--- config.mk ---
export PLATFORM = sky130hd
export DESIGN_NAME = dm_run_ctl_flat
export DESIGN_NICKNAME = d
export VERILOG_FILES = /design/src/rtl/dm_pkg.sv /design/src/rtl/dm_run_ctl_if.sv /design/src/rtl/dm_run_ctl.sv /design/src/flat_wrapper.sv
export SDC_FILE = /design/constraint.sdc
export NUM_CORES = 1
export LEC_CHECK = 0
export BUFFER_PORTS_ARGS = -buffer_cell sky130_fd_sc_hd__buf_2
export CAP_MARGIN = 15
export CORE_MARGIN = 2
export CORE_UTILIZATION = 57
export CTS_CLUSTER_SIZE = 25
export DETAILED_ROUTE_END_ITERATION = 10
export PLACE_DENSITY = 0.78
export SLEW_MARGIN = 20
export SYNTH_ARGS = -nofsm -noshare
export SYNTH_HDL_FRONTEND = slang
export SYNTH_SLANG_ARGS = --single-unit
export TNS_END_PERCENT = 30
--- constraint.sdc ---
create_clock -name clk -period 2.6 [get_ports clk]
set_input_delay 0.39 -clock clk [delete_from_list [all_inputs] [get_ports clk]]
set_output_delay 0.39 -clock clk [all_outputs]
set_load 0.05 [all_outputs]
--- src/rtl/dm_pkg.sv ---
// Shared debug-module definitions: run-control state encoding, dmcontrol field
// positions and the per-state status flags derived from the run-control state.
package dm_pkg;

  typedef enum logic [1:0] {
    RUNNING  = 2'd0,
    HALTING  = 2'd1,
    HALTED   = 2'd2,
    RESUMING = 2'd3
  } dm_state_e;

  localparam int unsigned DMCONTROL_HALTREQ_BIT      = 31;
  localparam int unsigned DMCONTROL_RESUMEREQ_BIT    = 30;
  localparam int unsigned DMCONTROL_ACKHAVERESET_BIT = 28;
  localparam int unsigned DMCONTROL_DMACTIVE_BIT     = 0;

  typedef struct packed {
    logic halt_req;
    logic resume_req;
    logic allhalted;
    logic allrunning;
    logic busy;
  } dm_flags_t;

  // Request and status bits that are a pure function of the run-control state.
  function automatic dm_flags_t state_flags(input dm_state_e s);
    dm_flags_t f;
    f.halt_req   = (s == HALTING);
    f.resume_req = (s == RESUMING);
    f.allhalted  = (s == HALTED);
    f.allrunning = (s == RUNNING);
    f.busy       = (s == HALTING) || (s == RESUMING);
    return f;
  endfunction

endpackage

--- src/rtl/dm_run_ctl_if.sv ---
// dmcontrol write / hart status inputs and halt-resume requests plus dmstatus bits.
// master drives the write side and hart status; slave is the run-control block.
interface dm_run_ctl_if;

  logic dmactive;
  logic dmcontrol_we;
  logic haltreq_wdata;
  logic resumereq_wdata;
  logic ackhavereset_wdata;
  logic hart_reset;
  logic halted;

  logic halt_req;
  logic resume_req;
  logic allhalted;
  logic allrunning;
  logic allresumeack;
  logic allhavereset;
  logic halt_timeout;
  logic busy;

  modport master (
    output dmactive, dmcontrol_we, haltreq_wdata, resumereq_wdata,
           ackhavereset_wdata, hart_reset, halted,
    input  halt_req, resume_req, allhalted, allrunning, allresumeack,
           allhavereset, halt_timeout, busy
  );

  modport slave (
    input  dmactive, dmcontrol_we, haltreq_wdata, resumereq_wdata,
           ackhavereset_wdata, hart_reset, halted,
    output halt_req, resume_req, allhalted, allrunning, allresumeack,
           allhavereset, halt_timeout, busy
  );

endinterface

--- src/rtl/dm_run_ctl.sv ---
// Debug-module hart run control: halt/resume FSM, havereset/resumeack tracking, halt timeout.
// Latency: every output registered, reacts one cycle after the sampled input; no backpressure.
module dm_run_ctl
  import dm_pkg::*;
#(
  parameter int unsigned HALT_TIMEOUT = 255
) (
  input logic         clk,
  input logic         rst,
  dm_run_ctl_if.slave bus
);

  localparam logic [15:0] TIMEOUT_CNT = 16'(HALT_TIMEOUT);

  dm_state_e   state;
  dm_state_e   state_nxt;
  dm_flags_t   flags;
  logic [15:0] cnt;
  logic [15:0] cnt_nxt;
  logic [15:0] cnt_sat;
  logic        resumeack;
  logic        resumeack_nxt;
  logic        havereset;
  logic        havereset_nxt;
  logic        timeout;
  logic        timeout_nxt;
  logic        wr;

  assign wr      = bus.dmactive && bus.dmcontrol_we;
  assign cnt_sat = (cnt == 16'hFFFF) ? cnt : cnt + 16'd1;

  always_comb begin
    state_nxt     = state;
    cnt_nxt       = cnt;
    timeout_nxt   = timeout;
    resumeack_nxt = resumeack;
    havereset_nxt = havereset;

    // A hart reset in the same cycle wins over the acknowledge.
    if (bus.hart_reset) begin
      havereset_nxt = 1'b1;
    end else if (wr && bus.ackhavereset_wdata) begin
      havereset_nxt = 1'b0;
    end

    if (!bus.dmactive) begin
      state_nxt     = bus.halted ? HALTED : RUNNING;
      cnt_nxt       = '0;
      timeout_nxt   = 1'b0;
      resumeack_nxt = 1'b0;
    end else if (bus.hart_reset) begin
      state_nxt = RUNNING;
      cnt_nxt   = '0;
    end else begin
      case (state)
        RUNNING: begin
          if (wr && bus.haltreq_wdata) begin
            state_nxt   = HALTING;
            cnt_nxt     = '0;
            timeout_nxt = 1'b0;
          end
        end
        HALTING: begin
          if (bus.halted) begin
            state_nxt = HALTED;
          end else begin
            cnt_nxt = cnt_sat;
            if (cnt_sat >= TIMEOUT_CNT) timeout_nxt = 1'b1;
          end
        end
        HALTED: begin
          if (wr && bus.resumereq_wdata && !bus.haltreq_wdata) begin
            state_nxt     = RESUMING;
            resumeack_nxt = 1'b0;
          end
        end
        RESUMING: begin
          if (!bus.halted) begin
            state_nxt     = RUNNING;
            resumeack_nxt = 1'b1;
          end
        end
        default: state_nxt = RUNNING;
      endcase
    end
  end

  always_ff @(posedge clk) begin
    if (rst) begin
      state     <= RUNNING;
      flags     <= state_flags(RUNNING);
      cnt       <= '0;
      timeout   <= 1'b0;
      resumeack <= 1'b0;
      havereset <= 1'b1;
    end else begin
      state     <= state_nxt;
      flags     <= state_flags(state_nxt);
      cnt       <= cnt_nxt;
      timeout   <= timeout_nxt;
      resumeack <= resumeack_nxt;
      havereset <= havereset_nxt;
    end
  end

  assign bus.halt_req     = flags.halt_req;
  assign bus.resume_req   = flags.resume_req;
  assign bus.allhalted    = flags.allhalted;
  assign bus.allrunning   = flags.allrunning;
  assign bus.busy         = flags.busy;
  assign bus.allresumeack = resumeack;
  assign bus.allhavereset = havereset;
  assign bus.halt_timeout = timeout;

endmodule

--- src/flat_wrapper.sv ---
// flat-port wrapper written by rule: the top's interface ports become plain ports
module dm_run_ctl_flat import dm_pkg::*;
#(
  parameter int unsigned HALT_TIMEOUT = 255
)
  (clk, rst, bus_dmactive, bus_dmcontrol_we, bus_haltreq_wdata, bus_resumereq_wdata, bus_ackhavereset_wdata, bus_hart_reset, bus_halted, bus_halt_req, bus_resume_req, bus_allhalted, bus_allrunning, bus_allresumeack, bus_allhavereset, bus_halt_timeout, bus_busy);
  dm_run_ctl_if bus_i ();
  input logic clk;
  input logic rst;
  input wire logic [$bits(bus_i.dmactive)-1:0] bus_dmactive;
  input wire logic [$bits(bus_i.dmcontrol_we)-1:0] bus_dmcontrol_we;
  input wire logic [$bits(bus_i.haltreq_wdata)-1:0] bus_haltreq_wdata;
  input wire logic [$bits(bus_i.resumereq_wdata)-1:0] bus_resumereq_wdata;
  input wire logic [$bits(bus_i.ackhavereset_wdata)-1:0] bus_ackhavereset_wdata;
  input wire logic [$bits(bus_i.hart_reset)-1:0] bus_hart_reset;
  input wire logic [$bits(bus_i.halted)-1:0] bus_halted;
  output wire logic [$bits(bus_i.halt_req)-1:0] bus_halt_req;
  output wire logic [$bits(bus_i.resume_req)-1:0] bus_resume_req;
  output wire logic [$bits(bus_i.allhalted)-1:0] bus_allhalted;
  output wire logic [$bits(bus_i.allrunning)-1:0] bus_allrunning;
  output wire logic [$bits(bus_i.allresumeack)-1:0] bus_allresumeack;
  output wire logic [$bits(bus_i.allhavereset)-1:0] bus_allhavereset;
  output wire logic [$bits(bus_i.halt_timeout)-1:0] bus_halt_timeout;
  output wire logic [$bits(bus_i.busy)-1:0] bus_busy;
  assign bus_i.dmactive = bus_dmactive;
  assign bus_i.dmcontrol_we = bus_dmcontrol_we;
  assign bus_i.haltreq_wdata = bus_haltreq_wdata;
  assign bus_i.resumereq_wdata = bus_resumereq_wdata;
  assign bus_i.ackhavereset_wdata = bus_ackhavereset_wdata;
  assign bus_i.hart_reset = bus_hart_reset;
  assign bus_i.halted = bus_halted;
  assign bus_halt_req = bus_i.halt_req;
  assign bus_resume_req = bus_i.resume_req;
  assign bus_allhalted = bus_i.allhalted;
  assign bus_allrunning = bus_i.allrunning;
  assign bus_allresumeack = bus_i.allresumeack;
  assign bus_allhavereset = bus_i.allhavereset;
  assign bus_halt_timeout = bus_i.halt_timeout;
  assign bus_busy = bus_i.busy;
  dm_run_ctl #(.HALT_TIMEOUT(HALT_TIMEOUT)) u_core (.clk(clk), .rst(rst), .bus(bus_i));
endmodule
==> impl_summary.txt, run 1 <==
----------------------------------------------------
[Timing]
  Final Setup Violations ... 0
  Number of hold-slack violations in the final timing report ... 0
  Max transition margin ... 56.3%
  Sum of negative setup slack ... 0 ns
  Actual slew at the worst max-slew pin ... 0.656 ns
  Fmax ... 472 MHz
  Max Transition Viols Final ... 0
  Clock tree skew after final layout ... 0.00417 ns
  Fin crit share ... 81.4%
  Post-layout min period ... 2.12 ns
  Final worst hold slack ... 0.302 ns
  Unrepaired setup endpoints after global routing ... no

[Flow run]
  Number of maximum-capacitance violations ... 0

[Clocking]
  Master cell of the clock root buffer ... sky130_fd_sc_hd__clkbuf_4
  Cts bufs inserted ... 3
  Clock latency on the worst-skew pair ... 0.32 ns
  Number of gates resized after CTS ... 0
  TritonCTS clock tree ... built
  Total setup buffers inserted after CTS ... 0
  Clock sink total ... 26
  H-tree depth ... 1
  Number of buffers between clock root and the deepest sink ... 2
  Clock transition at path regs ... 0.14 ns
  Cts hold-fix bufs ... 0

[Logic synthesis]
  Largest family of logic cells by synthesized area ... simple AND/OR/NAND/NOR gates
  Cell with the most instances after synthesis ... sky130_fd_sc_hd__dfxtp_1
  Biggest area consumer among synthesized cells ... sky130_fd_sc_hd__dfxtp_1
  Cell area after synthesis ... 1520 um2
  Syn_nets ... 196
  Post-synthesis sequential area ratio ... 34.3%
  Dominant register cell in the synthesized netlist ... sky130_fd_sc_hd__dfxtp_1
  Share of synthesized cell area in full adder, half adder and majority cells ... 0.824%
  Cell variety after synth ... 52
  Portion of synthesized cell area occupied by the leading cell type ... 34.3%
  Multiplexer share of the synthesized area ... 2.06%
  Share of flip-flops with an asynchronous set or reset after synthesis ... 0%
  Synthesized area per cell ... 8.16 um2
  Complex-gate fraction of the synthesized area ... 23.2%
  Synthesized-area fraction occupied by and/or/nand/nor cells ... 35.3%
  Count of yosys warnings during synthesis ... 0
  Number of enable-type register cells in the synthesized netlist ... 0
  Commonest cells in the synthesized netlist ... 26 x sky130_fd_sc_hd__dfxtp_1, 19 x sky130_fd_sc_hd__nor2_1, 13 x sky130_fd_sc_hd__nand2_1
  Ranking of synthesized cells by area ... sky130_fd_sc_hd__dfxtp_1 34%, sky130_fd_sc_hd__nor2_1 4.7%, sky130_fd_sc_hd__a21oi_1 4.0%, sky130_fd_sc_hd__nand3_1 4.0%, sky130_fd_sc_hd__o21ai_0 3.6%
  Register bit total from synthesis ... 26
  Count of mapped cells out of synthesis ... 186
  Fraction of synthesized cell area in xor and xnor cells ... 1.15%

[Worst setup path]
  Arrival time at the worst endpoint ... 2.34 ns
  Required arrival time at the worst endpoint ... 2.82 ns
  Setup crit end kind ... flip-flop
  Crit path largest cell delay ... 0.45 ns
  Category of the critical setup timing path ... flip-flop to flip-flop
  Slowest stage cell, crit path ... sky130_fd_sc_hd__dfxtp_1
  Startpoint type of the worst setup path ... flip-flop
  Cell breakdown of the critical path ... ha_1 -> nand4_1 -> nor4_2 -> mux2_1 -> nor3_2 -> and3_1 -> a31oi_1
  Maximum fanout along the worst path ... 8

[Detailed routing]
  Count of unresolved DRC violations after routing ... 0
  Total number of vias ... 1450
  Initial detailed-routing violation count ... 51
  Remaining antenna violation count ... 0
  Total Routed Length ... 3.49 mm
  Average detailed-routed wire length per instance ... 15.3 um
  Via density per instance ... 6.36
  Number of optimization iterations in the first detailed-route pass ... 4

[Status]
  Outcome ... finished, final reports clean

[Finish]
  Layout fillers ... 211
  Final layout net count ... 209
  Fraction of layout cells with a size suffix above 1 ... 16.7%
  Growth of design area from synthesis to finish ... 9.07%
  Antenna cell count ... 0
  Final core utilization ... 66.2%

[GRT]
  Remaining Overflow, GRT ... 0
  Global router's overall resource usage ... 23.2%
  Maximum number of pins on one net before global-route repair ... 18
  Via count of the first global-routing pass ... 1281
  First-pass GRT wire length ... 5.86 mm
  Initial antenna violation count ... 0

[Die]
  Horizontal die dimension ... 55.6 um
  Die extent in y ... 55.6 um
  Total core area ... 2500 um2
  Site row count ... 18
  I/O pin cnt ... 17
  Initial standard-cell utilization of the core ... 60.7%
  Area of the die ... 3090 um2

[Worst hold path]
  Classification of the worst-slack hold path ... input pin to flip-flop

[Power and ir drop]
  Standby leakage power ... 0.537 nW
  Power density of the placed cells ... 439 nW/um2
  Largest vdd supply drop ... 522 uV
  Final Power ... 0.727 mW

[Place]
  PortBufs ... 16
  Detailed placement HPWL ... 2.50 mm
  Global placer's final weighted congestion ... 0.935

----------------------------------------------------
routing by layer:
metal	GRT usage, %	vias up	share of wire [%]
met4	3.83	0	0.29
met3	4.19	2	6.1
met1	33.8	670	48
met2	36.2	55	45
li1	-	723	-
met5	0	-	0
cells in the final DEF (no fill, tap or decap), types with 2 or more instances in the layout:
cell type                  count
sky130_fd_sc_hd__or2_2         2
sky130_fd_sc_hd__a311oi_1      3
sky130_fd_sc_hd__nand4_1       4
sky130_fd_sc_hd__nand2_1      13
sky130_fd_sc_hd__nor2_1       19
sky130_fd_sc_hd__clkbuf_4      3
sky130_fd_sc_hd__a31oi_1       2
sky130_fd_sc_hd__nand2b_1      7
sky130_fd_sc_hd__o21ai_0      11
sky130_fd_sc_hd__inv_1         2
sky130_fd_sc_hd__and3_1        2
sky130_fd_sc_hd__buf_2        16
sky130_fd_sc_hd__nor3_1        8
sky130_fd_sc_hd__a21oi_1      12
sky130_fd_sc_hd__mux2i_1       2
sky130_fd_sc_hd__nor2b_1       4
sky130_fd_sc_hd__nor3b_1       2
sky130_fd_sc_hd__a21o_1        2
sky130_fd_sc_hd__a211oi_1      3
sky130_fd_sc_hd__a22oi_1       3
sky130_fd_sc_hd__and2_1        4
sky130_fd_sc_hd__a41oi_1       4
sky130_fd_sc_hd__nor4_2        2
sky130_fd_sc_hd__nand3_2       2
sky130_fd_sc_hd__nand3_1      12
sky130_fd_sc_hd__dfxtp_1      26
sky130_fd_sc_hd__or2_1         2
layout make-up:
cell class              instances  area, um2  share of cell area, %
multi-input cells             149        950                   57.4
flip-flops and latches         26        520                   31.4
repair buffers                 17       87.6                   5.29
well taps                      30       37.5                   2.27
clock inverters                 1       30.0                   1.81
clock buffers                   3       22.5                   1.36
inverters                       2       7.51                  0.454
state kept, by name (all words and copies together), names as in the netlist:
name / count
u_core.bus.allhalted: 1
u_core.cnt: 16
u_core.bus.allrunning: 1
u_core.state: 2
u_core.bus.resume_req: 1
u_core.bus.busy: 1
u_core.bus.halt_req: 1
u_core.bus.halt_timeout: 1
u_core.bus.allresumeack: 1
u_core.bus.allhavereset: 1
critical path, delay by kind of cell, from the launching register on:
kind,cells,cell delay [ns]
simple gates,4,0.77
flops,1,0.45
mux,1,0.40
fa+ha+maj,1,0.32
compound gates,1,0.07
path summary, 6_finish.rpt:
path | slack [ns] | end | from | cells after the start
setup / recovery | 0.48 | u_core.bus.halt_timeout$_SDFFE_PP0P_ | u_core.cnt[0]$_SDFFE_PP0P_ | 7
setup reg to reg | 0.48 | u_core.bus.halt_timeout$_SDFFE_PP0P_ | u_core.cnt[0]$_SDFFE_PP0P_ | 7
hold / removal | 0.30 | u_core.bus.busy$_SDFF_PP0_ | rst | 2
hold reg to reg | 0.48 | u_core.bus.allhavereset$_SDFFE_PP1P_ | u_core.bus.allhavereset$_SDFFE_PP1P_ | 1
power by group:
part           switching, mW  internal [mW]  total [mW]
clock network          0.123          0.156       0.279
logic                 0.0296         0.0135      0.0432
registers            0.00267          0.402       0.405
metrics by stage:
stage                     setup WS, ns  instance area [um2]  instances
after floorplan                  0.717                 1520        186
after global placement           0.618                 1600        224
after detailed placement         0.551                 1600        224
after CTS                        0.514                 1660        228
after global routing             0.314                 1660        228
final                            0.484                 1660        228
cells by family (layout without fill, tap and decap cells):
family / after synthesis / after routing
adder cells (fa/ha/maj): 1 / 1
AO/OA/AOI/OAI: 52 / 52
multiplexers: 3 / 3
XOR/XNOR: 2 / 2
flip-flops: 26 / 26
AND/OR/NAND/NOR: 91 / 91
buffers and inverters: 11 / 23
Power figures use the tool's default switching activity.
==> run 2, diff against run 1 <==
--- a/config.mk
+++ b/config.mk
@@ -5,13 +5,14 @@
 export SDC_FILE = /design/constraint.sdc
 export NUM_CORES = 1
 export LEC_CHECK = 0
+export ABC_AREA = 1
 export BUFFER_PORTS_ARGS = -buffer_cell sky130_fd_sc_hd__buf_2
 export CAP_MARGIN = 15
 export CORE_MARGIN = 2
-export CORE_UTILIZATION = 57
+export CORE_UTILIZATION = 58
 export CTS_CLUSTER_SIZE = 25
 export DETAILED_ROUTE_END_ITERATION = 10
-export PLACE_DENSITY = 0.78
+export PLACE_DENSITY = 0.79
 export SLEW_MARGIN = 20
 export SYNTH_ARGS = -nofsm -noshare
 export SYNTH_HDL_FRONTEND = slang
==> constraint.sdc (replaced) <==
create_clock -name clk -period 2.1 [get_ports clk]
set_input_delay 0.315 -clock clk [delete_from_list [all_inputs] [get_ports clk]]
set_output_delay 0.315 -clock clk [all_outputs]
set_load 0.05 [all_outputs]
==> run 2 against run 1 <==
  * Sequential power is 24% higher
  * Clock skew is 0.0025 ns lower
  * Clock power is 26% higher
  * Global-route usage is 1.5 points higher
  * First-iteration DRC count is 16% higher
  * Critical path depth is 4 higher
  * Critical endpoint unchanged
  * Hold slack worse by 0.096 ns
  * Utilization is 0.33 points lower
  * Largest power group unchanged
  * Largest cell class unchanged
==> impl_summary.txt, run 2 <==
----------------------------------------------------
[Worst setup path]
  R2r endpoint ... u_core.bus.halt_timeout$_SDFFE_PP0P_
  Crit path largest cell delay ... 0.41 ns (-0.04 ns)
  Arrival time at the worst endpoint ... 2.19 ns (-0.15 ns)
  Worst reg2reg setup slack ... 0.19 ns (-0.29 ns)
  Launching element of the worst setup path ... u_core.cnt[0]$_SDFFE_PP0P_
  Worst reg2reg path startpoint ... u_core.cnt[0]$_SDFFE_PP0P_
  Startpoint type of the worst setup path ... flip-flop
  Slowest stage cell, crit path ... sky130_fd_sc_hd__dfxtp_2
  Category of the critical setup timing path ... flip-flop to flip-flop
  Critical path capture point ... u_core.bus.halt_timeout$_SDFFE_PP0P_
  Worst Reg-to-Reg Cells ... 11 (+4)
  Required arrival time at the worst endpoint ... 2.38 ns (-0.44 ns)
  Setup crit end kind ... flip-flop
  Maximum fanout along the worst path ... 7 (-1)
  Cell breakdown of the critical path ... ha_1 -> inv_1 -> nor2_4 -> nand2_4 -> o21ai_0 -> nand2_1 -> nor2_1 -> nand3_1 -> nand3_1 -> nand2_1 -> a21oi_2

[Clocking]
  Total setup buffers inserted after CTS ... 0 (unchanged)
  Clock sink total ... 26 (unchanged)
  Master cell of the clock root buffer ... sky130_fd_sc_hd__clkbuf_4
  Clock transition at path regs ... 0.14 ns (about the same)
  Number of gates resized after CTS ... 0 (unchanged)
  Cts bufs inserted ... 3 (unchanged)
  TritonCTS clock tree ... built
  Cts hold-fix bufs ... 0 (unchanged)
  Clock latency on the worst-skew pair ... 0.33 ns (about the same)
  Number of buffers between clock root and the deepest sink ... 2 (unchanged)
  H-tree depth ... 1 (unchanged)

[Timing]
  Number of hold-slack violations in the final timing report ... 0 (unchanged)
  Fin crit share ... 90.9% (+9.5 points)
  Final worst hold slack ... 0.206 ns (-0.0964 ns)
  Post-layout min period ... 1.91 ns (-0.208 ns)
  Clock tree skew after final layout ... 0.00165 ns (-0.00252 ns)
  Unrepaired setup endpoints after global routing ... no
  Fmax ... 524 MHz (+11%)
  Max transition margin ... 63.8% (+7.5 points)
  Max Transition Viols Final ... 0 (unchanged)
  Sum of negative setup slack ... 0 ns (unchanged)
  Final Setup Violations ... 0 (unchanged)
  Actual slew at the worst max-slew pin ... 0.542 ns (-0.114 ns)

[Finish]
  Commonest non-fill, non-tap cells in the layout ... 89 x sky130_fd_sc_hd__nand2_1, 35 x sky130_fd_sc_hd__inv_1, 35 x sky130_fd_sc_hd__nor2_1
  Number of flip-flops in the largest register ... 16 (unchanged)
  Growth of design area from synthesis to finish ... 10.6%
  Fraction of layout cells with a size suffix above 1 ... 12.6% (-4.0 points)
  Largest register by flop count ... u_core.cnt
  Antenna cell count ... 0 (unchanged)
  Most common library cell in the layout ignoring fill and taps ... sky130_fd_sc_hd__nand2_1
  Layout fillers ... 270 (+28%)
  Final layout net count ... 296 (+42%)
  Count of placed standard cells in the final layout, fillers left out ... 316 (+39%)
  Final instance area ... 1790 um2 (+7.9%)
  Regs by FF count ... u_core.cnt: 16 flops, u_core.state: 2 flops

[Die]
  Die extent in y ... 56.8 um (+2.1%)
  Initial standard-cell utilization of the core ... 59.6% (-1.2 points)
  Horizontal die dimension ... 56.8 um (+2.1%)
  I/O pin cnt ... 17 (unchanged)
  Total core area ... 2710 um2 (+8.4%)
  Area of the die ... 3220 um2 (+4.2%)
  Site row count ... 19 (+1)

[Place]
  Placed cells ... 312 (+39%)
  Global placer's final weighted congestion ... 0.892 (-4.5%)
  PortBufs ... 16 (unchanged)
  Detailed placement HPWL ... 2.86 mm (+15%)
  Standard cell area after detailed placement ... 1730 um2 (+8.0%)

[Power and ir drop]
  Largest vdd supply drop ... 533 uV (+2.2%)
  Power density of the placed cells ... 511 nW/um2 (+16%)
  Standby leakage power ... 0.811 nW (+51%)

[Detailed routing]
  DR WL met3 ... 192 um (-9.4%)
  Via density per instance ... 5.25 (-17%)
  Count of unresolved DRC violations after routing ... 0 (unchanged)
  Top metal layer carrying routed signals ... met4
  Average detailed-routed wire length per instance ... 11.6 um (-24%)
  Met2 wire length ... 1.78 mm (+12%)
  Total number of vias ... 1660 (+14%)
  Number of optimization iterations in the first detailed-route pass ... 4 (unchanged)
  Total Routed Length ... 3.66 mm (+4.9%)
  Remaining antenna violation count ... 0 (unchanged)
  Met1 routed wirelength after detailed routing ... 1.62 mm (-3.5%)
  Initial detailed-routing violation count ... 59 (+16%)

[GRT]
  Global router's overall resource usage ... 24.7% (+1.5 points)
  Remaining Overflow, GRT ... 0 (unchanged)
  Maximum number of pins on one net before global-route repair ... 17 (-1)
  Initial antenna violation count ... 0 (unchanged)
  First-pass GRT wire length ... 6.36 mm (+8.6%)
  Via count of the first global-routing pass ... 1544 (+21%)

[Logic synthesis]
  Cell with the most instances after synthesis ... sky130_fd_sc_hd__nand2_1
  Post-synthesis sequential area ratio ... 32.2% (-2.0 points)
  Syn_nets ... 276 (+41%)
  Number of enable-type register cells in the synthesized netlist ... 0 (unchanged)
  Commonest cells in the synthesized netlist ... 89 x sky130_fd_sc_hd__nand2_1, 35 x sky130_fd_sc_hd__inv_1, 35 x sky130_fd_sc_hd__nor2_1
  Synthesized area per cell ... 6.07 um2 (-26%)
  Cell variety after synth ... 30 (-42%)
  Share of flip-flops with an asynchronous set or reset after synthesis ... 0% (unchanged)
  Register bit total from synthesis ... 26 (unchanged)
  Biggest area consumer among synthesized cells ... sky130_fd_sc_hd__dfxtp_1
  Count of yosys warnings during synthesis ... 0 (unchanged)
  Ranking of synthesized cells by area ... sky130_fd_sc_hd__dfxtp_1 32%, sky130_fd_sc_hd__nand2_1 21%, sky130_fd_sc_hd__inv_1 8.1%, sky130_fd_sc_hd__nor2_1 8.1%, sky130_fd_sc_hd__nand3_1 6.8%
  Cell area after synthesis ... 1610 um2 (+6.3%)
  Count of mapped cells out of synthesis ... 266 (+43%)
  Portion of synthesized cell area occupied by the leading cell type ... 32.2% (-2.0 points)
  Dominant register cell in the synthesized netlist ... sky130_fd_sc_hd__dfxtp_1

[Flow run]
  Number of maximum-capacitance violations ... 0 (unchanged)

[Worst hold path]
  Classification of the worst-slack hold path ... input pin to flip-flop

[Status]
  Outcome ... finished, final reports clean

----------------------------------------------------
## run 2: logic make-up (layout without fill, tap and decap cells)
logic type	count (synthesis)	after routing	share of synthesized area (%)
xor+xnor	2	2	1.09
buf+inv	41	60	10.2
fa+ha+maj	1	1	0.775
simple gates	163	163	43.7
compound gates	33	33	12.0
flops	26	26	32.2
## run 2: report_power, final
group	switching (mW)	internal (mW)
registers	0.00307	0.498
logic	0.0434	0.0176
clock network	0.157	0.193
total	0.204	0.709
## run 2: worst max-delay path: cells and delay by family, from the launching register on
family / cells / cell delay, ns
buf+inv: 1 / 0.10
compound gates: 2 / 0.40
simple gates: 7 / 0.69
flops: 1 / 0.41
fa+ha+maj: 1 / 0.26
## run 2: how the worst min path moves through the flow
stage,from,to,slack (ns),depth (start not counted)
2_1_floorplan,rst,u_core.bus.allhalted$_SDFF_PP0_,0.39,1
3_3_place_gp,u_core.bus.allhavereset$_SDFFE_PP1P_,u_core.bus.allhavereset$_SDFFE_PP1P_,0.45,2
3_5_place_dp,u_core.bus.allhavereset$_SDFFE_PP1P_,u_core.bus.allhavereset$_SDFFE_PP1P_,0.45,2
4_1_cts,rst,u_core.bus.allhalted$_SDFF_PP0_,0.20,2
5_1_grt,rst,u_core.bus.busy$_SDFF_PP0_,0.21,2
6_report,rst,u_core.bus.busy$_SDFF_PP0_,0.21,2
## run 2: cell type report
cell class	instances	area, um2	share of cell area [%]
clock buffer	3	22.5	1.26
clock inverter	1	30.0	1.68
inverter	37	140	7.85
multi-input combinational	199	930	52.1
sequential	26	522	29.2
tap	31	38.8	2.17
timing repair buffer	19	103	5.75
## run 2: stage by stage
stage | power (mW) | setup slack, ns | utilization (%)
after floorplan | 0.551 | 0.399 | -
after global placement | 0.573 | 0.180 | 63.9
after detailed placement | 0.573 | 0.169 | 63.9
after CTS | 0.918 | 0.130 | 65.8
after global routing | 0.939 | 0.000421 | 65.9
final | 0.913 | 0.192 | 65.9
## run 2: routing by layer
| layer | vias up | GRT usage [%] |
|---|---|---|
| li1 | 880 | - |
| met1 | 727 | 30.1 |
| met2 | 44 | 43.4 |
| met3 | 9 | 3.46 |
| met4 | 0 | 10.3 |
| met5 | - | 0 |
==> run 3, diff against run 2 <==
--- a/config.mk
+++ b/config.mk
@@ -9,10 +9,9 @@
 export BUFFER_PORTS_ARGS = -buffer_cell sky130_fd_sc_hd__buf_2
 export CAP_MARGIN = 15
 export CORE_MARGIN = 2
-export CORE_UTILIZATION = 58
+export CORE_UTILIZATION = 40
 export CTS_CLUSTER_SIZE = 25
 export DETAILED_ROUTE_END_ITERATION = 10
-export PLACE_DENSITY = 0.79
 export SLEW_MARGIN = 20
 export SYNTH_ARGS = -nofsm -noshare
 export SYNTH_HDL_FRONTEND = slang
==> constraint.sdc (replaced) <==
create_clock -name clk -period 1.6 [get_ports clk]
set_input_delay 0.24 -clock clk [delete_from_list [all_inputs] [get_ports clk]]
set_output_delay 0.24 -clock clk [all_outputs]
set_load 0.05 [all_outputs]
==> run 3 against run 2 <==
  * The flow now finishes with violations (setup timing)
  * Register-to-register slack lost 0.27 ns
  * Clock skew up 0.0053 ns
  * Sequential power up 30%
  * Largest power group unchanged
  * Highest routed layer unchanged
==> impl_summary.txt, run 3 (synthesis gave the netlist of run 2 again) <==
----------------------------------------------------
[GRT]
  Maximum number of pins on one net before global-route repair ... 16 (-1)
  Global router's overall resource usage ... 21.7% (-3.1 points)
  Remaining Overflow, GRT ... 0 (unchanged)
  Via count of the first global-routing pass ... 1642 (+6.3%)
  First-pass GRT wire length ... 7.40 mm (+16%)
  Initial antenna violation count ... 0 (unchanged)

[Detailed routing]
  Initial detailed-routing violation count ... 109 (+85%)
  Remaining antenna violation count ... 0 (unchanged)
  Average detailed-routed wire length per instance ... 12.4 um (+7.4%)
  Count of unresolved DRC violations after routing ... 0 (unchanged)
  Total number of vias ... 1901 (+15%)
  Via density per instance ... 4.98 (-5.3%)
  Total Routed Length ... 4.75 mm (+30%)
  Number of optimization iterations in the first detailed-route pass ... 4 (unchanged)

[Place]
  PortBufs ... 16 (unchanged)
  Global placer's final weighted congestion ... 0.943 (+5.7%)
  Placed cells ... 368 (+18%)
  Placement Setup Slack ... -0.121 ns (-0.290 ns)
  Detailed placement HPWL ... 3.45 mm (+20%)
  Standard cell area after detailed placement ... 2050 um2 (+18%)

[Clocking]
  Master cell of the clock root buffer ... sky130_fd_sc_hd__clkbuf_8
  Clock sink total ... 26 (unchanged)
  Clock transition at path regs ... 0.10 ns (-0.04 ns)
  Clock latency on the worst-skew pair ... 0.28 ns (-0.05 ns)
  Number of buffers between clock root and the deepest sink ... 2 (unchanged)
  H-tree depth ... 1 (unchanged)
  Cts bufs inserted ... 3 (unchanged)
  TritonCTS clock tree ... built

[Timing]
  Clock tree skew after final layout ... 0.00699 ns (+0.00534 ns)
  Fin crit share ... 105% (+14 points)
  Number of hold-slack violations in the final timing report ... 0 (unchanged)
  Unrepaired setup endpoints after global routing ... yes
  Max Transition Viols Final ... 0 (unchanged)
  Fmax ... 596 MHz (+14%)
  Final Worst Setup Slack ... -0.0767 ns (-0.269 ns)
  Final Setup Violations ... 1 (+1)
  Final worst hold slack ... 0.225 ns (+0.0193 ns)
  Post-layout min period ... 1.68 ns (-0.231 ns)
  Max transition margin ... 76.0% (+12 points)
  Actual slew at the worst max-slew pin ... 0.350 ns (-0.192 ns)
  Sum of negative setup slack ... -0.0767 ns (-0.0767 ns)

[Worst setup path]
  Setup crit end kind ... flip-flop
  Worst reg2reg path startpoint ... u_core.cnt[0]$_SDFFE_PP0P_
  Launching element of the worst setup path ... u_core.cnt[0]$_SDFFE_PP0P_
  Startpoint type of the worst setup path ... flip-flop
  R2r endpoint ... u_core.bus.halt_timeout$_SDFFE_PP0P_
  Arrival time at the worst endpoint ... 1.90 ns (-0.29 ns)
  Category of the critical setup timing path ... flip-flop to flip-flop
  Maximum fanout along the worst path ... 7 (unchanged)
  Required arrival time at the worst endpoint ... 1.82 ns (-0.56 ns)
  Worst reg2reg setup slack ... -0.08 ns (-0.27 ns)
  Worst Reg-to-Reg Cells ... 11 (unchanged)

[Power and ir drop]
  Sw Share ... 22.7% (+0.37 points)
  Clock Power Share ... 42.8% (+4.4 points)
  Proportion of power drawn by flip-flops and latches ... 49.7% (-5.2 points)
  Int Pwr ... 1.02 mW (+43%)
  Power density of the placed cells ... 566 nW/um2 (+11%)
  Net switching power figure ... 0.299 mW (+46%)
  Final Power ... 1.32 mW (+44%)
  Largest vdd supply drop ... 385 uV (-28%)
  Combinational fraction of design power ... 7.5% (+0.8 points)
  Standby leakage power ... 1.05 nW (+30%)

[Flow run]
  Number of maximum-capacitance violations ... 0 (unchanged)

[Finish]
  Regs by FF count ... u_core.cnt: 16 flops, u_core.state: 2 flops
  Commonest non-fill, non-tap cells in the layout ... 80 x sky130_fd_sc_hd__nand2_1, 48 x sky130_fd_sc_hd__buf_4, 33 x sky130_fd_sc_hd__inv_1
  Fraction of layout cells with a size suffix above 1 ... 34.3% (+22 points)
  Largest register by flop count ... u_core.cnt
  Antenna cell count ... 0 (unchanged)
  Final instance area ... 2320 um2 (+30%)
  Count of placed standard cells in the final layout, fillers left out ... 382 (+21%)
  Final layout net count ... 343 (+16%)
  Layout fillers ... 359 (+33%)
  Growth of design area from synthesis to finish ... 44.0%
  Most common library cell in the layout ignoring fill and taps ... sky130_fd_sc_hd__nand2_1
  Number of flip-flops in the largest register ... 16 (unchanged)
  Final core utilization ... 59.0% (-6.9 points)

[Status]
  Violated checks ... setup timing
  Outcome ... complete, but fails checks

[Worst hold path]
  WHS Path Cells ... 2 (unchanged)
  Hold_sp ... rst
  Classification of the worst-slack hold path ... input pin to flip-flop
  WHS Endpoint ... u_core.bus.allhalted$_SDFF_PP0_

[Die]
  Initial standard-cell utilization of the core ... 40.9% (-19 points)
  Horizontal die dimension ... 67.5 um (+19%)
  Total core area ... 3940 um2 (+45%)
  Site row count ... 23 (+4)
  I/O pin cnt ... 17 (unchanged)
  Die extent in y ... 67.5 um (+19%)
  Area of the die ... 4560 um2 (+42%)

----------------------------------------------------
[run 3: final cells by class]
| cell class | count | area, um2 | area share [%] |
|---|---|---|---|
| well taps | 50 | 62.6 | 2.69 |
| flip-flops and latches | 26 | 533 | 22.9 |
| multi-input cells | 199 | 1050 | 45.3 |
| clock inverters | 1 | 30.0 | 1.29 |
| clock buffers | 3 | 41.3 | 1.78 |
| repair buffers | 66 | 463 | 19.9 |
| inverters | 37 | 141 | 6.08 |
[run 3: critical path, cell delays in order, from the launching register on]
cell and delay [ns]:
sky130_fd_sc_hd__dfxtp_4 0.39, sky130_fd_sc_hd__ha_4 0.16, sky130_fd_sc_hd__inv_1 0.07, sky130_fd_sc_hd__nor2_4 0.13, sky130_fd_sc_hd__nand2_4 0.10, sky130_fd_sc_hd__nor2_4 0.20, sky130_fd_sc_hd__a21oi_1 0.09, sky130_fd_sc_hd__nor2_1 0.11
sky130_fd_sc_hd__nand3_1 0.09, sky130_fd_sc_hd__nand3_1 0.08, sky130_fd_sc_hd__nand2_1 0.06, sky130_fd_sc_hd__a21oi_2 0.13
[run 3: power groups by stage]
stage	Sequential [mW]	Clock, mW	Combinational, mW
3_3_place_gp	0.672	0	0.0865
3_5_place_dp	0.672	0	0.0871
4_1_cts	0.656	0.571	0.0886
6_report	0.654	0.562	0.0989
2_1_floorplan	0.689	0	0.0346
5_1_grt	0.655	0.597	0.107
[run 3: worst max-delay path by stage]
| stage | to | slack [ns] | cells past startpoint |
|---|---|---|---|
| global placement | u_core.cnt[4]$_SDFFE_PP0P_ | -0.13 | 8 |
| detailed placement | u_core.bus.halt_timeout$_SDFFE_PP0P_ | -0.12 | 12 |
| floorplan | u_core.bus.halt_timeout$_SDFFE_PP0P_ | 0.04 | 14 |
| finish | u_core.bus.halt_timeout$_SDFFE_PP0P_ | -0.08 | 11 |
| global route | u_core.bus.halt_timeout$_SDFFE_PP0P_ | -0.19 | 13 |
| CTS | u_core.bus.halt_timeout$_SDFFE_PP0P_ | -0.03 | 12 |
[run 3: timing repair]
action	in CTS	in global routing
gates resized for setup	10	32
pin swaps	3	14
setup endpoints to repair	16	13
buffers inserted	0	10
hold buffers	0	0
[run 3: routing by layer]
metal  up-vias  track usage [%]  wire length (um)
met2        48             37.0              2390
met3        13             3.17               198
met1       861             28.0              2070
met5         -                0                 0
met4         0             6.63                96
li1        979                -                 -
